==> config.mk <==
export PLATFORM = sky130hd
export DESIGN_NAME = fb_scanout_dma
export DESIGN_NICKNAME = d
export VERILOG_FILES = /design/src/rtl/fb_scanout_dma.sv
export SDC_FILE = /design/constraint.sdc
export NUM_CORES = 2
export LEC_CHECK = 0
export CAP_MARGIN = 40
export CORE_MARGIN = 2
export CORE_UTILIZATION = 44
export DETAILED_ROUTE_END_ITERATION = 10
export GPL_TIMING_DRIVEN = 0
export PLACE_DENSITY = 0.69
export SLEW_MARGIN = 20
export SYNTH_ARGS = -nofsm -noshare
export SYNTH_HDL_FRONTEND = slang
export SYNTH_SLANG_ARGS = --single-unit
==> constraint.sdc <==
create_clock -name aclk -period 4.8 [get_ports aclk]
set_clock_uncertainty 0.15 [all_clocks]
set_input_delay 0.96 -clock aclk [delete_from_list [all_inputs] [get_ports aclk]]
set_output_delay 0.96 -clock aclk [all_outputs]
set_load 0.03 [all_outputs]
==> src/rtl/fb_scanout_dma.sv <==
// fb_scanout_dma
//   Frame-buffer scan-out engine. Reads a linear frame buffer over an AXI4
//   read master in fixed-length INCR bursts and replays it as a pixel stream.
//   A credit counter limits outstanding reads so that every returning beat
//   is guaranteed a slot in the output FIFO, which lets rready stay high.
//   Buffer swaps are latched with a level handshake and take effect at the
//   next frame start.
//
// Ports
//   aclk, resetn          clock, asynchronous active-low reset
//   swap, fbAddr          swap request level and requested buffer address
//   swapped               high when no swap is pending
//   m_mem_axi_ar*         AXI read address channel (master)
//   m_mem_axi_r*          AXI read data channel (rready always 1 after reset)
//   m_axis_t*             pixel stream, tuser = first beat, tlast = last beat
//   rdErr                 sticky flag, set by any non-OKAY rresp
module fb_scanout_dma #(
  parameter logic [31:0] FB_ADDR_DEFAULT = 32'h01E00000,
  parameter int unsigned DATA_WIDTH      = 32,
  parameter int unsigned BURST_LEN       = 16,
  parameter int unsigned FRAME_BEATS     = 307200,
  parameter int unsigned FIFO_DEPTH      = 64,
  parameter logic [3:0]  AXI_ID          = 4'd0
) (
  input  logic                  aclk,
  input  logic                  resetn,

  input  logic                  swap,
  input  logic [31:0]           fbAddr,
  output logic                  swapped,

  output logic [3:0]            m_mem_axi_arid,
  output logic [31:0]           m_mem_axi_araddr,
  output logic [7:0]            m_mem_axi_arlen,
  output logic [2:0]            m_mem_axi_arsize,
  output logic [1:0]            m_mem_axi_arburst,
  output logic                  m_mem_axi_arvalid,
  input  logic                  m_mem_axi_arready,

  input  logic [DATA_WIDTH-1:0] m_mem_axi_rdata,
  input  logic [1:0]            m_mem_axi_rresp,
  input  logic                  m_mem_axi_rlast,
  input  logic                  m_mem_axi_rvalid,
  output logic                  m_mem_axi_rready,

  output logic [DATA_WIDTH-1:0] m_axis_tdata,
  output logic                  m_axis_tvalid,
  output logic                  m_axis_tuser,
  output logic                  m_axis_tlast,
  input  logic                  m_axis_tready,

  output logic                  rdErr
);

  localparam int unsigned BYTES        = DATA_WIDTH / 8;
  localparam logic [31:0] BURST_BYTES  = 32'(BURST_LEN * BYTES);
  localparam int unsigned FRAME_BURSTS = FRAME_BEATS / BURST_LEN;
  localparam int unsigned BIW          = (FRAME_BURSTS > 1) ? $clog2(FRAME_BURSTS) : 1;
  localparam int unsigned BCW          = (FRAME_BEATS > 1) ? $clog2(FRAME_BEATS) : 1;
  localparam int unsigned AW           = $clog2(FIFO_DEPTH);
  localparam int unsigned CW           = AW + 1;

  typedef enum logic [1:0] {
    IDLE,
    ADDR,
    NEXT
  } state_t;

  state_t                  state_q, state_d;
  logic                    issue;
  logic                    ar_hs;
  logic                    wr;
  logic                    pop;

  logic [CW-1:0]           credit_q;
  logic [BIW-1:0]          burst_idx_q;
  logic                    last_burst;
  logic [31:0]             cur_base_q;
  logic [31:0]             pend_addr_q;
  logic                    pending_q;
  logic                    swapped_q;
  logic                    use_pend;
  logic [31:0]             base_sel;
  logic [31:0]             araddr_q;
  logic                    rready_q;
  logic                    rd_err_q;

  logic [DATA_WIDTH-1:0]   mem [FIFO_DEPTH];
  logic [AW-1:0]           wr_ptr_q, rd_ptr_q;
  logic [CW-1:0]           count_q;
  logic [BCW-1:0]          beat_q;

  // rlast carries no information here: burst length is fixed and credit
  // accounting is per beat.
  logic                    unused_rlast;
  assign unused_rlast = m_mem_axi_rlast;

  // ---------------------------------------------------------------------
  // Read address FSM
  // ---------------------------------------------------------------------
  always_ff @(posedge aclk or negedge resetn) begin
    if (!resetn) state_q <= IDLE;
    else         state_q <= state_d;
  end

  always_comb begin
    state_d = state_q;
    issue   = 1'b0;
    case (state_q)
      IDLE: begin
        if (credit_q >= CW'(BURST_LEN)) begin
          issue   = 1'b1;
          state_d = ADDR;
        end
      end
      ADDR: begin
        if (m_mem_axi_arready) state_d = NEXT;
      end
      NEXT:    state_d = IDLE;
      default: state_d = IDLE;
    endcase
  end

  assign m_mem_axi_arvalid = (state_q == ADDR);
  assign m_mem_axi_araddr  = araddr_q;
  assign m_mem_axi_arid    = AXI_ID;
  assign m_mem_axi_arlen   = 8'(BURST_LEN - 1);
  assign m_mem_axi_arsize  = 3'($clog2(BYTES));
  assign m_mem_axi_arburst = 2'b01;

  assign ar_hs      = m_mem_axi_arvalid && m_mem_axi_arready;
  assign last_burst = (burst_idx_q == BIW'(FRAME_BURSTS - 1));

  // A pending swap is taken at the issue of burst 0 so the whole frame,
  // including its first AR, comes from the new buffer.
  assign use_pend = issue && (burst_idx_q == '0) && pending_q;
  assign base_sel = use_pend ? pend_addr_q : cur_base_q;

  always_ff @(posedge aclk or negedge resetn) begin
    if (!resetn) begin
      araddr_q    <= '0;
      burst_idx_q <= '0;
      cur_base_q  <= FB_ADDR_DEFAULT;
    end else begin
      if (issue) begin
        araddr_q <= base_sel + 32'(burst_idx_q) * BURST_BYTES;
        if (use_pend) cur_base_q <= pend_addr_q;
      end
      if (ar_hs) begin
        if (last_burst) burst_idx_q <= '0;
        else            burst_idx_q <= burst_idx_q + BIW'(1);
      end
    end
  end

  // ---------------------------------------------------------------------
  // Swap handshake
  // ---------------------------------------------------------------------
  always_ff @(posedge aclk or negedge resetn) begin
    if (!resetn) begin
      pending_q   <= 1'b0;
      pend_addr_q <= '0;
      swapped_q   <= 1'b1;
    end else begin
      // Acceptance needs pending low and the clear needs pending high, so
      // the two writes to pending_q never coincide; a swap accepted in the
      // frame-start cycle therefore waits for the following frame.
      if (use_pend) pending_q <= 1'b0;
      if (swap && swapped_q && !pending_q) begin
        pend_addr_q <= fbAddr;
        pending_q   <= 1'b1;
        swapped_q   <= 1'b0;
      end else if (!pending_q && !swap) begin
        swapped_q <= 1'b1;
      end
    end
  end

  assign swapped = swapped_q;

  // ---------------------------------------------------------------------
  // Credit: free FIFO slots not already promised to outstanding beats
  // ---------------------------------------------------------------------
  always_ff @(posedge aclk or negedge resetn) begin
    if (!resetn) credit_q <= CW'(FIFO_DEPTH);
    else         credit_q <= credit_q - (ar_hs ? CW'(BURST_LEN) : '0) + CW'(pop);
  end

  // ---------------------------------------------------------------------
  // Read data / FIFO
  // ---------------------------------------------------------------------
  always_ff @(posedge aclk or negedge resetn) begin
    if (!resetn) begin
      rready_q <= 1'b0;
      rd_err_q <= 1'b0;
    end else begin
      rready_q <= 1'b1;
      if (wr && (m_mem_axi_rresp != 2'b00)) rd_err_q <= 1'b1;
    end
  end

  assign m_mem_axi_rready = rready_q;
  assign rdErr            = rd_err_q;

  assign wr  = m_mem_axi_rvalid && rready_q;
  assign pop = m_axis_tvalid && m_axis_tready;

  always_ff @(posedge aclk) begin
    if (wr) mem[wr_ptr_q] <= m_mem_axi_rdata;
  end

  always_ff @(posedge aclk or negedge resetn) begin
    if (!resetn) begin
      wr_ptr_q <= '0;
      rd_ptr_q <= '0;
      count_q  <= '0;
    end else begin
      if (wr)  wr_ptr_q <= wr_ptr_q + AW'(1);
      if (pop) rd_ptr_q <= rd_ptr_q + AW'(1);
      count_q <= count_q + CW'(wr) - CW'(pop);
    end
  end

  // Credit accounting guarantees room for every accepted beat.
  a_no_overflow: assert property (@(posedge aclk) disable iff (!resetn)
    !(wr && (count_q == CW'(FIFO_DEPTH)) && !pop));

  // ---------------------------------------------------------------------
  // Output stream and frame beat counter
  // ---------------------------------------------------------------------
  always_ff @(posedge aclk or negedge resetn) begin
    if (!resetn) begin
      beat_q <= '0;
    end else if (pop) begin
      if (beat_q == BCW'(FRAME_BEATS - 1)) beat_q <= '0;
      else                                 beat_q <= beat_q + BCW'(1);
    end
  end

  assign m_axis_tvalid = (count_q != '0);
  assign m_axis_tdata  = mem[rd_ptr_q];
  assign m_axis_tuser  = m_axis_tvalid && (beat_q == '0);
  assign m_axis_tlast  = m_axis_tvalid && (beat_q == BCW'(FRAME_BEATS - 1));

endmodule

Yosys cells after proc, flatten, opt, wreduce, memory -nomap -nowiden
Memories as Yosys holds them, arrays and structs flattened.
Cells that the tools add are included.
- $add $sub $neg: 9
- multipliers: 0
- div/mod/pow operators: 0
- magnitude comparators: 1
- equality and inequality tests: 5
- shifts and indexed selects: 0
- muxes and demuxes: 15
- bitwise logic cells: 0
- reductions and logical operators: 21
- operators by type and width (cell ; number):
    $add 32x21->32 ; 1
    $mux 32 ; 1
    $add 19x1->19 const B ; 1
    $eq 19x19->1 const B ; 1
    $logic_not 19->1 ; 1
    $mux 19 ; 1
    $add 15x1->15 const B ; 1
    $eq 15x15->1 const B ; 1
    $logic_not 15->1 ; 1
    $mux 15 ; 1
    $add 7x1->7 ; 2
    $add 6x1->6 const B ; 2
    $logic_and 1x1->1 ; 11
    $mux 1 ; 8
    $ge 7x5->1 const B ; 1
    $reduce_bool 7->1 ; 1
    $sub 7x1->7 ; 1
    $sub 7x5->7 ; 1
    $reduce_bool 2->1 ; 3
    $mux 5 ; 1
    $mux 2 ; 2
    $pmux 2 s2 ; 1
    $eq 2x1->1 const B ; 1
    $logic_not 1->1 ; 2
    4 further kinds ; 4
- register bits after elaboration: 162
- bits in latches: 0
- bits in writable memories: 2048
- bits in read-only memories: 0
- input bits: 73
- output and inout bits: 88
- memories kept: 1
- memories (name ; depth ; bits a word ; rd ports ; clocked after memory_dff ; wr ports ; line ; text):
    mem ; 64 ; 32 ; 1 ; 0 ; 1 ; 88 ; logic [DATA_WIDTH-1:0] mem [FIFO_DEPTH];

Longest topological paths before layout
- word-level depth: 7
- mapped depth: 17

Least setup slack after synthesis
No wires, ideal clock.
- path kind: input to register
- start point: in m_mem_axi_rvalid
- end point: mem mem[48][0] (enable)
- arrival time: 3.634 ns
- required time: 4.189 ns
- setup slack: 0.555 ns
- stages: 4
- buffers on the path: 0
- cell sequence: nand2_1 > nor2_1 > nand2_1 > nor3_1
- word-level cells in the longest chain between the ends: 3
- ends and longest elaborated chain (item ; line ; text):
    start, declared ; 43 ; input logic m_mem_axi_rvalid,
    $logic_and 1x1->1 ; 205 ; assign wr = m_mem_axi_rvalid && rready_q;
    $mux 1 ; 209 ; if (wr) mem[wr_ptr_q] <= m_mem_axi_rdata;
    $mux 1 (not written as such) ; 209 ;
    end, declared ; 88 ;
Every way passes these cells.

Worst setup path after layout
- start point: reg rd_ptr_q[0]
- end point: out m_axis_tdata[21]
- word-level cells in the longest chain between the ends: 1
- ends and longest elaborated chain (item ; line ; text):
    start, declared ; 89 ; logic [AW-1:0] wr_ptr_q, rd_ptr_q;
    start signal, assigned ; 219 ; if (pop) rd_ptr_q <= rd_ptr_q + AW'(1);
    $mem_v2 64x32 ; n/a ;
    end, declared ; 46 ; output logic [DATA_WIDTH-1:0] m_axis_tdata,
Every way passes these cells.

==> impl_metrics.tcl <==
set metrics [dict create \
    path_class "flop to primary output" \
    startpoint_type "flop" \
    maxCapViolCount 0 \
    max_clock_freq_mhz 195 \
    power.density_nw_per_um2 601 \
    area_growth_pct 20.2 \
    whs_endpoint "cur_base_q[11]" \
    fin_util_pct 53.1 \
    synth-main-ff-cell "edfxtp_1" \
    vdd_ir_drop_max_mv 0.632 \
    p_sw_mw 20.3 \
    fin_tns_setup_ns -8.35 \
    violations "negative setup slack" \
    combPwrFrac_pct 36.8 \
    rr_endpoint "count_q[6]" \
    sequentialPowerShare_pct 36.0 \
    dr.pass1.iters 7 \
    setup_violations 32 \
    stdcell_area_um2 103000 \
    critPathArrivalTime_ns 4.01 \
    ant_nets 0 \
    maxSlewViolCount 0 \
    dieArea_um2 198000 \
    dp.cells 6614 \
    reg2reg_from "count_q[5]" \
    placed_cell_area_um2 93700 \
    hold_violations 0 \
    clk_pin_slew_ns 0.06 \
    place_congestion 0.838 \
    yosys.area.top_type "edfxtp_1" \
    grt.overflow.total 0 \
    clock_power_share_pct 27.3 \
    status "finished with violations" \
    async_reset_ff_share_pct 7.08 \
    holdPathStages 2 \
    critPathMaxFanout 10 \
    stdcell_count 7095 \
    fin_crit_ns 5.12 \
    reg2reg_depth 17 \
    drive_gt1_share_pct 33.2 \
    dp_hpwl_mm 147 \
    whs_ns 0.309 \
    vias 42900 \
    dieWidth_um 445 \
    post-route-worst-setup-slack_ns -0.324 \
    yosys-top-cells-area "edfxtp_1 72%, mux4_2 18%, dfrtp_1 4.4%" \
    coreArea_um2 194000 \
    holdCritPathClass "flop to flop" \
    grt_start_max_net_pins 83 \
    synth_edf_count 2048 \
    cts_buffers 211 \
    wl_mm 231 \
    cts_tree "done" \
    boundaryPins 161 \
    die_h_um 445 \
    synth_top_area_share_pct 71.7 \
    yosysMostFrequentCell "edfxtp_1" \
    ys_top_cells_by_count "2,048 x edfxtp_1, 672 x mux4_2, 162 x nand2_1" \
    syn_inst 3775 \
    clock_path_buffers 3 \
    synth_seq_area_share_pct 76.3 \
    nNetsFinal 4477 \
    finalPower_mw 61.9 \
    htreeDepth 4 \
    worstMarginPinSlew_ns 0.875 \
    wire_per_inst_um 32.6 \
    track_usage_pct 23.3 \
    syn_avg_cell_area_um2 22.7 \
    intPower_mw 41.6 \
    first_global_vias 42800 \
    num-fill-cells 14200 \
    r2r_setup_slack_ns 0.34 \
    via_per_inst 6.05 \
    min_period_over_period_pct 107 \
    synth_cell_types 58 \
    endpoint_kind "primary output" \
    max-slew-margin-rel_pct 41.5 \
    swShare_pct 32.8 \
    dp_worst_setup_slack_ns -0.907 \
    grt_pass1_wl_mm 324 \
    route.detailed.drc 0 \
    ys_ff_latch 2204 \
    leakagePower_nw 33.6 \
    worstHoldStart "cur_base_q[11]" \
    root_buffer "clkbuf_16" \
    clk_latency_ns 0.87 \
    netlist_area_um2 85700 \
    io_buffers 142 \
    antenna_found_initial 27 \
    initial_utilization_pct 44.1 \
    rows 162 \
    startpoint "rd_ptr_q[0]" \
    cts.sinks 2204 \
    yosys_warnings 0 \
    rsz0062_at_grt "true" \
    worstPathRequired_ns 3.69 \
    first_iter_violations 6289 \
]
==> flip-flops by register name, indices dropped and copies added (netlist names), 2 cells and up <==
register,count
count_q,7
mem,2048
rd_ptr_q,6
wr_ptr_q,6
cur_base_q,32
burst_idx_q,15
credit_q,7
pend_addr_q,32
state_q,2
beat_q,19
m_mem_axi_araddr,26
==> worst max path at each step <==
stage | end | slack [ns] | depth (start not counted)
after detailed placement | m_axis_tdata[11] | -0.91 | 8
after floorplan | mem[48][0] | 0.56 | 4
after global routing | m_axis_tdata[21] | -0.32 | 8
after CTS | m_axis_tdata[10] | -0.33 | 8
after global placement | rdErr | -4.42 | 1
final | m_axis_tdata[21] | -0.32 | 8
==> placed cells by master (no fill, tap or decap), drive strengths merged, types with 40 or more instances in the layout <==
master         instances
xnor2                 40
edfxtp              2048
clkbuf               367
ha                    41
inv                   50
clkdlybuf4s50         77
nor2                 101
mux4                 672
buf                  373
clkinv                97
dfrtp                150
nand2                162
==> per-layer routing <==
metal	routed length [um]	global-route usage, %
met1	82200	30.0
met2	112000	36.9
met3	24100	5.40
met4	12600	12.4
met5	81	0
==> power by group through the flow <==
stage / Combinational [mW] / Clock, mW / Sequential (mW)
floorplan: 11.5 / 0 / 22.7
global placement: 19.3 / 0 / 22.7
detailed placement: 20.1 / 0 / 22.6
CTS: 22.0 / 17.0 / 22.3
global route: 23.4 / 17.8 / 22.3
finish: 22.8 / 16.9 / 22.3
==> cells by family (layout without fill, tap and decap cells) <==
group / count (synthesis) / in the layout / share of synthesized area [%]
compound gates: 108 / 108 / 0.781
xor+xnor: 62 / 62 / 0.633
fa+ha+maj: 43 / 43 / 0.645
buf+inv: 249 / 1000 / 1.33
flops: 2204 / 2204 / 76.3
mux: 718 / 718 / 18.2
other cells: 2 / 29 / 0.00876
simple gates: 389 / 389 / 2.05
==> final cells by class <==
cell class / count / area, um2 / area share, %
multi-input combinational: 1338 / 19700 / 19.2
inverter: 44 / 165 / 0.160
clock inverter: 136 / 1500 / 1.45
timing repair buffer: 359 / 5400 / 5.24
sequential: 2204 / 65400 / 63.5
antenna: 11 / 27.5 / 0.0267
clock buffer: 258 / 5530 / 5.37
tap: 2542 / 3180 / 3.09
buffer: 203 / 2090 / 2.03
==> timing repair <==
item                                    4_1_cts  5_1_grt
gates resized for setup                     535       61
gates cloned                                 10        5
pin swaps                                     0        1
endpoints found under the setup margin       42       43
hold endpoints to repair                     76        0
hold buffers                                  1        0
setup buffers                                37       21
==> worst max-delay path, cell delays in order (launching register included) <==
cell and delay, ns:
dfrtp_2 0.44, buf_12 0.18, buf_12 0.14, buf_16 0.18
buf_12 0.17, mux4_2 0.55, mux4_2 0.63, mux4_2 0.62
buf_6 0.18
Power figures use the tool's default switching activity.
